`src/rtl/alu_pkg.sv`:
```
// Shared opcode encodings, FSM state type and helpers for the multi-cycle ALU.
package alu_pkg;

  localparam logic [4:0] OP_ADD    = 5'b00000;
  localparam logic [4:0] OP_SUB    = 5'b00001;
  localparam logic [4:0] OP_AND    = 5'b00100;
  localparam logic [4:0] OP_OR     = 5'b00101;
  localparam logic [4:0] OP_XOR    = 5'b00110;
  localparam logic [4:0] OP_NOR    = 5'b00111;
  localparam logic [4:0] OP_SHL16  = 5'b01000;
  localparam logic [4:0] OP_SLL    = 5'b01001;
  localparam logic [4:0] OP_SRL    = 5'b01010;
  localparam logic [4:0] OP_SRA    = 5'b01011;
  localparam logic [4:0] OP_INC4   = 5'b01100;
  localparam logic [4:0] OP_DEC4   = 5'b01101;
  localparam logic [4:0] OP_POPCNT = 5'b01110;
  localparam logic [4:0] OP_SLT    = 5'b01111;
  localparam logic [4:0] OP_MUL    = 5'b10000;
  localparam logic [4:0] OP_DIVU   = 5'b10001;
  localparam logic [4:0] OP_REMU   = 5'b10010;

  typedef enum logic [1:0] {
    S_IDLE,
    S_MUL,
    S_DIV,
    S_DONE
  } state_t;

  // Widest datapath the popcount helper covers; callers zero-extend into it.
  localparam int POP_MAXW = 128;

  function automatic logic [7:0] popcount(input logic [POP_MAXW-1:0] v);
    logic [7:0] c;
    c = '0;
    for (int i = 0; i < POP_MAXW; i++) begin
      c = c + 8'(v[i]);
    end
    return c;
  endfunction

endpackage

```
`src/rtl/alu_comb_unit.sv`:
```
// Single-cycle operation classes of the ALU; unknown opcodes produce zero.
module alu_comb_unit
  import alu_pkg::*;
#(
  parameter int WIDTH = 32,
  parameter int SHW   = $clog2(WIDTH)
) (
  input  logic [4:0]       op,
  input  logic [WIDTH-1:0] in1,
  input  logic [WIDTH-1:0] in2,
  output logic [WIDTH-1:0] result
);

  logic [SHW-1:0] shamt;
  assign shamt = in2[SHW-1:0];

  always_comb begin
    result = '0;
    case (op)
      OP_ADD:    result = in1 + in2;
      OP_SUB:    result = in1 - in2;
      OP_AND:    result = in1 & in2;
      OP_OR:     result = in1 | in2;
      OP_XOR:    result = in1 ^ in2;
      OP_NOR:    result = ~(in1 | in2);
      OP_SHL16:  result = in1 << 16;
      OP_SLL:    result = in1 << shamt;
      OP_SRL:    result = in1 >> shamt;
      OP_SRA:    result = $signed(in1) >>> shamt;
      OP_INC4:   result = in1 + WIDTH'(4);
      OP_DEC4:   result = in1 - WIDTH'(4);
      OP_POPCNT: result = WIDTH'(popcount(POP_MAXW'(in1)));
      OP_SLT:    result = {{(WIDTH-1){1'b0}}, ($signed(in1) < $signed(in2))};
      default:   result = '0;
    endcase
  end

endmodule

```
`src/rtl/multicycle_alu.sv`:
```
// Registered ALU with valid/ready handshakes: single-cycle ops plus iterative
// shift-add multiply and restoring unsigned divide/remainder.
module multicycle_alu
  import alu_pkg::*;
#(
  parameter int WIDTH = 32,
  parameter int SHW   = $clog2(WIDTH),
  parameter int CNTW  = $clog2(WIDTH) + 1
) (
  input  logic             clk,
  input  logic             rst,
  input  logic             in_valid,
  output logic             in_ready,
  input  logic [4:0]       op,
  input  logic [WIDTH-1:0] in1,
  input  logic [WIDTH-1:0] in2,
  output logic             out_valid,
  input  logic             out_ready,
  output logic [WIDTH-1:0] result,
  output logic             zero,
  output logic             sign,
  output logic             div_by_zero
);

  state_t            state_reg, state_next;
  logic [CNTW-1:0]   cnt_reg;
  // a_reg: multiplicand (MUL) or dividend/quotient shifter (DIV)
  // b_reg: multiplier (MUL) or divisor (DIV); acc_reg: product or remainder
  logic [WIDTH-1:0]  a_reg, b_reg, acc_reg;
  logic              rem_sel_reg;
  logic [WIDTH-1:0]  result_reg;
  logic              zero_reg, sign_reg, dbz_reg;

  logic              accept, is_mul_op, is_div_op, last_iter;
  logic [WIDTH-1:0]  comb_result;
  logic [WIDTH-1:0]  mul_acc_next;
  logic [WIDTH:0]    div_shift, div_diff;
  logic              div_fits;
  logic [WIDTH-1:0]  div_rem_next, div_q_next;
  logic              res_load;
  logic [WIDTH-1:0]  res_value;
  logic              dbz_value;

  alu_comb_unit #(.WIDTH(WIDTH), .SHW(SHW)) u_comb (
    .op     (op),
    .in1    (in1),
    .in2    (in2),
    .result (comb_result)
  );

  assign in_ready    = (state_reg == S_IDLE);
  assign out_valid   = (state_reg == S_DONE);
  assign accept      = in_valid && in_ready;
  assign is_mul_op   = (op == OP_MUL);
  assign is_div_op   = (op == OP_DIVU) || (op == OP_REMU);
  assign last_iter   = (cnt_reg == CNTW'(WIDTH - 1));
  assign result      = result_reg;
  assign zero        = zero_reg;
  assign sign        = sign_reg;
  assign div_by_zero = dbz_reg;

  always_ff @(posedge clk or posedge rst) begin
    if (rst) state_reg <= S_IDLE;
    else     state_reg <= state_next;
  end

  always_comb begin
    state_next = state_reg;
    case (state_reg)
      S_IDLE: if (accept) state_next = is_mul_op ? S_MUL : (is_div_op ? S_DIV : S_DONE);
      S_MUL:  if (last_iter) state_next = S_DONE;
      S_DIV:  if (last_iter) state_next = S_DONE;
      S_DONE: if (out_ready) state_next = S_IDLE;
      default: state_next = S_IDLE;
    endcase
  end

  // One multiply step and one restoring-divide step per cycle.
  always_comb begin
    mul_acc_next = acc_reg + (b_reg[0] ? a_reg : '0);
    div_shift    = {acc_reg, a_reg[WIDTH-1]};
    div_diff     = div_shift - {1'b0, b_reg};
    div_fits     = ~div_diff[WIDTH];
    div_rem_next = div_fits ? div_diff[WIDTH-1:0] : div_shift[WIDTH-1:0];
    div_q_next   = {a_reg[WIDTH-2:0], div_fits};
  end

  always_comb begin
    res_load  = 1'b0;
    res_value = '0;
    dbz_value = 1'b0;
    case (state_reg)
      S_IDLE: if (accept && !is_mul_op && !is_div_op) begin
        res_load  = 1'b1;
        res_value = comb_result;
      end
      S_MUL: if (last_iter) begin
        res_load  = 1'b1;
        res_value = mul_acc_next;
      end
      S_DIV: if (last_iter) begin
        res_load  = 1'b1;
        res_value = rem_sel_reg ? div_rem_next : div_q_next;
        dbz_value = (b_reg == '0);
      end
      default: ;
    endcase
  end

  always_ff @(posedge clk or posedge rst) begin
    if (rst) begin
      cnt_reg     <= '0;
      a_reg       <= '0;
      b_reg       <= '0;
      acc_reg     <= '0;
      rem_sel_reg <= 1'b0;
      result_reg  <= '0;
      zero_reg    <= 1'b0;
      sign_reg    <= 1'b0;
      dbz_reg     <= 1'b0;
    end else begin
      case (state_reg)
        S_IDLE: if (accept) begin
          a_reg       <= in1;
          b_reg       <= in2;
          acc_reg     <= '0;
          cnt_reg     <= '0;
          rem_sel_reg <= (op == OP_REMU);
        end
        S_MUL: begin
          acc_reg <= mul_acc_next;
          a_reg   <= a_reg << 1;
          b_reg   <= b_reg >> 1;
          cnt_reg <= cnt_reg + CNTW'(1);
        end
        S_DIV: begin
          acc_reg <= div_rem_next;
          a_reg   <= div_q_next;
          cnt_reg <= cnt_reg + CNTW'(1);
        end
        default: ;
      endcase
      if (res_load) begin
        result_reg <= res_value;
        zero_reg   <= (res_value == '0);
        sign_reg   <= res_value[WIDTH-1];
        dbz_reg    <= dbz_value;
      end
    end
  end

endmodule

```
`config.mk`:
```
export PLATFORM = sky130hd
export DESIGN_NAME = multicycle_alu
export DESIGN_NICKNAME = d
export VERILOG_FILES = /design/src/rtl/alu_pkg.sv /design/src/rtl/alu_comb_unit.sv /design/src/rtl/multicycle_alu.sv
export SDC_FILE = /design/constraint.sdc
export NUM_CORES = 1
export LEC_CHECK = 0
export ABC_AREA = 1
export BUFFER_PORTS_ARGS = -buffer_cell sky130_fd_sc_hd__buf_4
export CAP_MARGIN = 15
export CORE_MARGIN = 1.5
export CORE_UTILIZATION = 35
export CTS_CLUSTER_SIZE = 40
export DETAILED_ROUTE_END_ITERATION = 6
export HOLD_SLACK_MARGIN = 0.15
export PLACE_DENSITY_LB_ADDON = 0.12
export SLEW_MARGIN = 20
export SYNTH_ARGS = -nofsm -noshare
export SYNTH_HDL_FRONTEND = slang
export SYNTH_SLANG_ARGS = --single-unit
```
`constraint.sdc`:
```
create_clock -name clk -period 5.04 [get_ports clk]
set_clock_uncertainty 0.2 [all_clocks]
set_input_delay 1.008 -clock clk [delete_from_list [all_inputs] [get_ports clk]]
set_output_delay 1.008 -clock clk [all_outputs]
set_load 0.01 [all_outputs]
```
# ---- Word level (Yosys, flattened, before mapping)
# Cells that the tools add are included.
dict set report op_classes {
  add_sub_neg 38
  n_lt_le_gt_ge 1
  n_eq_ne 23
  shifts 3
  muxes 27
  bitwise 5
  reduce_logical 19
}
# op count
set ops {}
lappend ops {{32-bit case mux with 14 select lines} 1}
lappend ops {{32-bit 2-to-1 mux} 9}
lappend ops {{32-bit case mux with 3 select lines} 3}
lappend ops {{8-bit by 1-bit adder with 8-bit output} 30}
lappend ops {{32-bit adder} 2}
lappend ops {{32-bit logical NOT} 2}
lappend ops {{32-bit case mux with 2 select lines} 1}
lappend ops {{5-bit by 4-bit == test with 1-bit output, second input constant} 8}
lappend ops {{33-bit by 32-bit subtractor with 33-bit output} 1}
lappend ops {{32-bit by 3-bit adder with 32-bit output, second input constant} 1}
lappend ops {{32-bit AND} 1}
lappend ops {{32-bit < comparator} 1}
lappend ops {{32-bit NOT} 1}
lappend ops {{32-bit bitwise OR} 1}
lappend ops {{32-bit by 5-bit left shift with 32-bit output} 1}
lappend ops {{32-bit by 5-bit right shift with 32-bit output} 1}
lappend ops {{32-bit by 5-bit >>> shifter with 32-bit output} 1}
lappend ops {{32-bit by 3-bit subtractor with 32-bit output, second input constant} 1}
lappend ops {{32-bit subtractor} 1}
lappend ops {{32-bit XOR} 1}
lappend ops {{5-bit by 3-bit == test with 1-bit output, second input constant} 4}
lappend ops {{5-bit == test, second input constant} 3}
lappend ops {{6-bit case mux with 2 select lines} 1}
lappend ops {{2-bit 2-to-1 mux} 4}
lappend ops {{22 further kinds} 36}
dict set report word_totals {
  ff_bits 140
  inputBits 73
  out_inout_bits 37
  word_cells 126
}

# ---- Longest topological paths before layout
# Gate-level depths: netlist (run 1).
dict set report depth {
  ltp_word 35
  depth_mapped 31
  mapped_depth_nobuf 31
}

# ---- Modules after synthesis
# From an unflattened synthesis (run 1), not the netlist that was laid out.
dict set report hier_totals {
  cells_unflattened 4843
  area_unflattened_um2 26385.3
}
# mod n_inst cells_per_inst area_each_um2 seq_area_each_um2
set modules_own_cells {}
lappend modules_own_cells {alu_comb_unit 1 2810 13782.0 0.0}
lappend modules_own_cells {multicycle_alu 1 2033 12603.3 3478.3}

# ---- Least setup slack after synthesis (run 1)
# Ideal clock, no wire load.
dict set report synth_timing {
  kind {input port to flip-flop}
  startpoint {in in1[0]}
  endpoint {reg zero_reg, in the netlist zero}
  setup_time_ns 0.116
  arrival_time_ns 5.976
  t_required_ns 4.724
  slack_ns -1.252
  stages 27
  path_buffers 0
  cell_sequence {ha_1 inv_1 fa_1 fa_1 fa_1 fa_1 fa_1 fa_1 fa_1 fa_1 inv_1 nand2_1 nand2_1 nand2_1 nand2_1 o21ai_0 a21o_1 nand3_1 nor2_1 a21oi_1 a21oi_1 nand3_1 nor2_1 nand2_1 nor2_1 nand2_1 nand2_1}
}
dict set report synth_via {
  elab_chain_cells 35
  word_cells_on_any_way 47
  cone_classes {add/sub: 35; order compare: 1; shift: 3; mux: 3; bitwise: 4; reduce/logical: 1}
}
# item line
set synth_lines {}
lappend synth_lines {{start, declared} multicycle_alu.sv:15} ;# input logic [WIDTH-1:0] in1,
lappend synth_lines {{1-bit by 1-bit adder with 2-bit output} alu_pkg.sv:36} ;# c = c + 8'(v[i]);
lappend synth_lines {{8-bit by 1-bit adder with 8-bit output (30 in a row)} alu_pkg.sv:36}
lappend synth_lines {{32-bit case mux with 14 select lines *} alu_comb_unit.sv:19} ;# case (op)
lappend synth_lines {{32-bit 2-to-1 mux *} multicycle_alu.sv:93} ;# S_IDLE: if (accept && !is_mul_op && !is_div_op) begin
lappend synth_lines {{32-bit case mux with 3 select lines *} multicycle_alu.sv:92} ;# case (state_reg)
lappend synth_lines {{32-bit logical NOT *} multicycle_alu.sv:145} ;# zero_reg <= (res_value == '0);
lappend synth_lines {{end signal, assigned} multicycle_alu.sv:145}
lappend synth_lines {{end, declared} multicycle_alu.sv:32} ;# logic zero_reg, sign_reg, dbz_reg;
# Mark *: on every way between the ends. The rest lies on a longest branch, timed or not.
# A chain may end at the register's enable or synchronous reset.

# ---- Worst setup path after layout (run 1)
dict set report layout_timing {
  startpoint {in in1[1]}
  endpoint {reg zero_reg, in the netlist zero}
}
# Same word-level chain as after synthesis.

==> flow_summary.ini, run 1 <==
[sta]
fin_ws_ns = -1.23
tns_ns = -6.64
number_of_setup_violations_in_the_final_report = 7
timing.final.crit_share_pct = 124
rsz_0062_raised_after_global_routing = true
max_slew_headroom_at_the_worst_pin_pct = 36.7
min_period_ns = 6.27
worst-slew-pin-transition_ns = 0.946
timing_max_transition_violations_final = 0
final_report_hold_violation_count = 0
max_clock_freq_ghz = 0.160

[critical_path]
regToRegEndpoint = zero
timing.critical_path.fanout_max = 2
worstSetupPathType = in -> reg
crit_end = zero
critPathCaptureType = register
r2r_start = a_reg[31]
timing.critical_path.from_type = input pin
worstPathArrival_ns = 6.47
timing.reg2reg.setup_slack_ns = 0.73
required_ns = 5.25
crit_path_start = in1[1]
worst-r2r-cell-count = 25

[synth]
netlist_area_pre_place_um2 = 24700
post_synth_num_cell_types = 57
synth-async-reset-ratio_pct = 100
syn_nets = 4677
synth-seq-area-share_pct = 14.1
ys.flop_type = dfrtp_1
number_of_enable_type_register_cells_in_the_synthesized_netlist = 0
avgSynthCellArea_um2 = 5.65
synth_warn = 0
synth.ff_latch_count = 139
syn_inst = 4372

[final_layout]
layout-area-overhead-vs-synth_pct = 16.1
fill_cells = 8020
fin_nets = 4888
non_filler_instances = 5539
drive_above_1_share_pct = 10.5

[clocking]
path_clk_slew_ns = 0.07
ctsHtreeMaxLevel = 4
cts.sink_count = 139
tritoncts = built
clk_root_buffer_cell = clkbuf_16
hold_bufs_inserted_after_cts = 0
clock_insertion_delay_at_the_later_pin_of_the_skew_report_ns = 0.48
cts_made_buffers = 17
clock_path_buffers = 2

[worst_hold_path]
min-delay-path-class = reg -> reg
min_delay_path_depth = 2

[floorplan]
floorplan.initialDensity_pct = 35.3
fp-row-count = 97
floorplan.io_pins = 110
total_die_area_um2 = 72200
floorplan.die.width_um = 269
die_h_um = 269
core-area_um2 = 69900

[global_routing]
gr-usage-all-layers_pct = 39.5
global_route_wire_length_before_repair_mm = 205
global_route.usage.met1_pct = 54.2
grt_busiest_layer = met2
number_of_antenna_violations_at_the_first_check_in_global_routing = 9
grt_use_met3_pct = 9.94
globalRoute.totalOverflow = 0
grt_max_degree = 75
globalRouteMet2Util_pct = 57.2
grt_pass1_vias = 29300

[placed_design]
dpl.hpwl_mm = 120
dp_cells = 5503
numPortBuffers = 109
routabilityCongestion = 1.08

[route]
routed_wire_length_per_instance_um = 26.0
viasPerCell = 5.74
antenna_violating_nets_post_route = 0
routed-via-count = 31800
drcViolationCount = 0
dr.first_iter.drc_count = 4052
detailedRoute.firstPassIterationCount = 6
routed_wl_mm = 144

[run]
drv.max_cap_violation_count = 0

[pwr]
power.density_cell_area_nw_per_um2 = 482
power.static_leakage_nw = 15.0
worst_case_vdd_ir_drop_v = 0.000363

[status]
violated_checks = negative setup slack
status = finished with violations
-- final cells by class --
cell class | count | area (um^2) | share of cell area, %
inverters | 581 | 2190 | 7.63
clock inverters | 15 | 150 | 0.524
multi-input cells | 3493 | 18500 | 64.6
repair buffers | 351 | 2730 | 9.53
well taps | 940 | 1180 | 4.10
diodes | 3 | 7.51 | 0.0262
clock buffers | 17 | 425 | 1.48
flip-flops and latches | 139 | 3480 | 12.1
-- cell families after synthesis --
kind of cell | Yosys count | share of synthesized area (%)
compound gates | 843 | 19.8
xor+xnor | 17 | 0.603
fa+ha+maj | 232 | 12.6
buf+inv | 740 | 11.6
flops | 139 | 14.1
simple gates | 2401 | 41.2
-- cell usage after synthesis, drive strengths merged, types with 21 or more instances --
master  count  share of area, %
nor3       50               1.0
buf        63               1.3
clkbuf     96               1.5
a22o       22              0.78
ha        203                10
a21oi     294               6.1
nand3     485               9.9
fa         29               2.4
o211ai     64               1.9
o21ai     318               6.5
dfrtp     139                14
inv       577               8.8
nor2      385               5.9
nand2    1339                21
nand4      69               1.7
o221ai     39               1.4
a21o       21              0.64
nand3b     25              0.76
-- worst min-delay path by stage --
stage / startpoint / slack (ns) / endpoint
floorplan: a_reg[10] / 0.28 / a_reg[10]
global placement: result[15] / 0.30 / result[15]
detailed placement: result[15] / 0.29 / result[15]
CTS: result[15] / 0.31 / result[15]
global route: result[15] / 0.32 / result[15]
finish: result[15] / 0.31 / result[15]
-- metrics by stage --
stage                     hold WS [ns]  worst slack, ns  utilization (%)  power (mW)  instance area, um^2
after detailed placement         0.292            -1.81             40.0        12.1                28000
after global routing             0.319            -1.45             41.0        14.9                28700
after floorplan                  0.281            -1.05                -        8.61                24700
final                            0.309            -1.23             41.0        13.8                28700
after global placement           0.295            -1.71             40.0        12.1                28000
after CTS                        0.311            -1.20             40.9        13.5                28600
-- cells in the final DEF (no fill, tap or decap), types with 39 or more instances in the layout --
cell type / Yosys / final
nand2_1: 1322 / 1317
inv_1: 567 / 563
nand3_1: 482 / 480
nor2_1: 379 / 373
buf_4: 1 / 342
o21ai_0: 302 / 294
a21oi_1: 288 / 283
ha_1: 203 / 201
dfrtp_1: 139 / 139
nand4_1: 69 / 69
o211ai_1: 64 / 64
nor3_1: 49 / 45
o221ai_1: 39 / 39
-- report_power, final --
group	switching (mW)	internal, mW	leakage (nW)
sequential	0.522	1.64	1.76
combinational	7.09	3.23	12.9
clock	0.625	0.695	0.276
total	8.24	5.56	15.0
-- layer usage --
| metal | vias to the layer above | routed length (um) |
|---|---|---|
| met2 | 1616 | 58500 |
| met1 | 15000 | 61500 |
| met3 | 259 | 15800 |
| met4 | 10 | 8000 |
| li1 | 14900 | - |
| met5 | - | 69 |
-- critical path, cell delays in order --
cell and delay, ns:
buf_6 0.10, ha_4 0.25, inv_2 0.04, fa_2 0.59, fa_1 0.44, fa_1 0.51, fa_1 0.43, fa_1 0.54
fa_1 0.44, fa_2 0.38, fa_2 0.35, inv_2 0.06, nand2_2 0.05, nand2_1 0.07, nand2_1 0.06, nand2_2 0.07
a21o_1 0.14, nand3_2 0.08, nor2_2 0.13, a21oi_2 0.09, a21oi_2 0.14, nand3_1 0.09, nor2_1 0.13, nand2_1 0.08
nor2_1 0.08, nand2_1 0.06, nand2_1 0.05
-- timing repair --
item	4_1_cts	5_1_grt
pin swaps	12	7
gates resized for setup	17	9
buffers inserted	2	0
setup endpoints to repair	7	7
endpoints found under the hold margin	0	0
No activity file was read; power rests on OpenSTA's default activity.
==> run 2, diff against run 1 <==
--- a/config.mk
+++ b/config.mk
@@ -5,7 +5,6 @@
 export SDC_FILE = /design/constraint.sdc
 export NUM_CORES = 1
 export LEC_CHECK = 0
-export ABC_AREA = 1
 export BUFFER_PORTS_ARGS = -buffer_cell sky130_fd_sc_hd__buf_4
 export CAP_MARGIN = 15
 export CORE_MARGIN = 1.5
==> run 2 against run 1 <==
The flow finishes with violations (design-rule violations, negative setup slack). Routed wire length increased by 2.8%. Fmax decreased by 12%. Final area increased by 16%. Final cell count decreased by 10%. Critical path depth decreased by 7. Via count decreased by 2.6%. First-iteration DRC count decreased by 14%. Area after synthesis decreased by 0.15%. Highest routed layer is now met4.
==> flow_summary.ini, run 2 <==
[status]
status = finished with violations
violated_checks = design-rule violations, negative setup slack

[route]
drcViolationCount = 21
antenna_violating_nets_post_route = 0
routed-via-count = 31000
routed_wl_mm = 148
detailedRoute.firstPassIterationCount = 6
dr.first_iter.drc_count = 3476
routed_wire_length_per_instance_um = 29.8
viasPerCell = 6.24

[clocking]
clk_root_buffer_cell = clkbuf_16
path_clk_slew_ns = 0.07
cts.sink_count = 139
ctsHtreeMaxLevel = 4
clock_path_buffers = 2
cts_made_buffers = 17
hold_bufs_inserted_after_cts = 0
clock_insertion_delay_at_the_later_pin_of_the_skew_report_ns = 0.46
tritoncts = built

[synth]
post_synth_num_cell_types = 95
syn_inst = 3288
post_synth_most_frequent_cells = nand2_1, nor2_1, a21oi_1, o21ai_0, ha_1
synth_warn = 0
number_of_enable_type_register_cells_in_the_synthesized_netlist = 0
avgSynthCellArea_um2 = 7.50
syn_nets = 3593
ys.flop_type = dfrtp_1
top_area_cell_type_share_of_the_netlist_area_pct = 14.1
synth_largest_area_cell = dfrtp_1
synthMostInstantiatedCell = nand2_1
synth.ff_latch_count = 139
synth-async-reset-ratio_pct = 100
post_synth_main_area_contributors = dfrtp_1, ha_1, mux4_2
netlist_area_pre_place_um2 = 24700
synth-seq-area-share_pct = 14.1

[floorplan]
floorplan.initialDensity_pct = 35.3
floorplan.io_pins = 110
die_h_um = 268
floorplan.die.width_um = 268
core-area_um2 = 69900
total_die_area_um2 = 72100
fp-row-count = 97

[sta]
tns_ns = -9.30
fin_ws_ns = -2.10
worst-slew-pin-transition_ns = 0.965
rsz_0062_raised_after_global_routing = true
min_period_ns = 7.14
timing.final.crit_share_pct = 142
max_slew_headroom_at_the_worst_pin_pct = 35.7
timing.hold.ws_ns = 0.291
number_of_setup_violations_in_the_final_report = 7
max_clock_freq_ghz = 0.140
final_report_hold_violation_count = 0
timing_max_transition_violations_final = 0

[run]
drv.max_cap_violation_count = 0

[final_layout]
layout-area-overhead-vs-synth_pct = 34.4
commonest_cells_after_routing_fill_and_taps_aside = buf_4, nand2_1, nor2_1
fin_nets = 4312
layout.core_utilization_pct = 47.4
fill_cells = 7112
final_common_cell = buf_4
drive_above_1_share_pct = 29.5

[critical_path]
critPathCaptureType = register
timing.critical_path.buf_inv = 2
timing.critical_path.max_delay_family = adder cells
timing.critical_path.slowest_cell_delay_ns = 0.56
required_ns = 5.23
worstPathArrival_ns = 7.33
worst_path_most_repeated_cell = fa_1
timing.critical_path.fanout_max = 2
timing.critical_path.from_type = input pin
crit_slowest_cell = fa_1
timing.critical_path.cells = buf_12, ha_4, inv_2, fa_1, fa_1, fa_1, fa_1, fa_1, fa_1, fa_2, o2bb2ai_2, or3_4, a311oi_2, o21ai_1, a221o_1, a311oi_2, nand4b_1, or4_4, nor4_2, a32o_1
worstSetupPathType = in -> reg

[global_routing]
gr-usage-all-layers_pct = 40.2
grt_pass1_vias = 30000
globalRoute.totalOverflow = 0
grt_max_degree = 77
number_of_antenna_violations_at_the_first_check_in_global_routing = 5
global_route_wire_length_before_repair_mm = 210

[pwr]
report.power.total_mw = 12.4
power.static_leakage_nw = 15.1
p_int_mw = 5.97
power.density_cell_area_nw_per_um2 = 373
netSwitchingPower_mw = 6.39
worst_case_vdd_ir_drop_v = 0.000315
switching_share_pct = 51.7
p_clk_share_pct = 10.6
power.share.sequential_pct = 16.9
comb_power_share_pct = 72.5

[placed_design]
routabilityCongestion = 1.11
dpl.hpwl_mm = 119
numPortBuffers = 109
dp_worst_setup_slack_ns = -3.01

[worst_hold_path]
min-delay-path-class = reg -> reg
run 2: changes by cell type after synthesis, moves of 53 or more:
cell | before | now
clkbuf_1 | 95 | 172
inv_1 | 567 | 184
mux2i_1 | 0 | 92
mux4_2 | 0 | 63
nand2_1 | 1322 | 319
nand3_1 | 482 | 79
nor2_1 | 379 | 296
nor3_1 | 49 | 102
o21ai_0 | 302 | 235
xnor2_1 | 6 | 82
run 2: area by class of cell:
type / instances / area (um^2) / area share [%]
antenna: 4 / 10.0 / 0.0302
sequential: 139 / 3480 / 10.5
multi-input combinational: 2712 / 19800 / 59.7
clock inverter: 14 / 151 / 0.457
inverter: 188 / 711 / 2.14
clock buffer: 18 / 429 / 1.30
tap: 940 / 1180 / 3.55
timing repair buffer: 949 / 7410 / 22.4
run 2: power by group through the flow:
stage | Sequential [mW] | Clock [mW] | Combinational, mW
global route | 2.12 | 1.36 | 9.60
finish | 2.09 | 1.31 | 8.96
floorplan | 1.94 | 0 | 5.04
global placement | 2.06 | 0 | 8.51
detailed placement | 2.08 | 0 | 8.55
CTS | 2.06 | 1.31 | 8.69
run 2: worst register-to-register path, stage by stage (launching register included):
cell and delay (ns):
dfrtp_1 0.44, inv_1 0.09, ha_1 0.24, inv_1 0.08, fa_1 0.21, a21oi_1 0.10
o2111a_1 0.29, a21oi_1 0.49, buf_4 0.22, o2111a_1 0.26, nor3_4 0.05, nor2_2 0.39
buf_4 0.28, mux2i_1 0.44, o221ai_2 0.21, a2111oi_4 0.38, buf_4 0.17, nand4_1 0.11
nor4_2 0.30, a32o_1 0.19
run 2: logic make-up after synthesis:
| group | synth area share [%] |
|---|---|
| simple gates | 20.8 |
| fa+ha+maj | 12.7 |
| xor+xnor | 4.01 |
| buf+inv | 7.08 |
| flops | 14.1 |
| mux | 11.2 |
| compound gates | 30.2 |
run 2: worst paths after layout:
check | slack, ns | to | depth (start not counted) | from
setup reg to reg | -0.18 | zero | 19 | a_reg[31]
max in group asynchronous | 3.16 | a_reg[15] | 3 | rst
hold / removal | 0.29 | cnt_reg[4] | 1 | cnt_reg[4]
hold reg to reg | 0.29 | cnt_reg[4] | 1 | cnt_reg[4]
min in group asynchronous | 0.46 | acc_reg[24] | 2 | rst
setup / recovery | -2.10 | zero | 20 | in1[0]
run 2: through the flow:
step | std cells | instance area (um^2)
finish | 4964 | 33100
global route | 4961 | 33100
CTS | 4960 | 33000
detailed placement | 4925 | 32300
global placement | 4925 | 32300
floorplan | 3288 | 24700
run 2: per-layer routing:
layer	routed length (um)	global-route usage, %	vias to the layer above
li1	-	-	13700
met1	59900	51.6	15100
met2	67000	64.9	1710
met3	11300	5.00	386
met4	9730	23.4	0
met5	0	0	-
run 2: timing repair:
action,4_1_cts,5_1_grt
gates resized for setup,31,36
pin swaps,20,14
gates cloned,0,0
endpoints found under the setup margin,13,18
buffers inserted,4,2
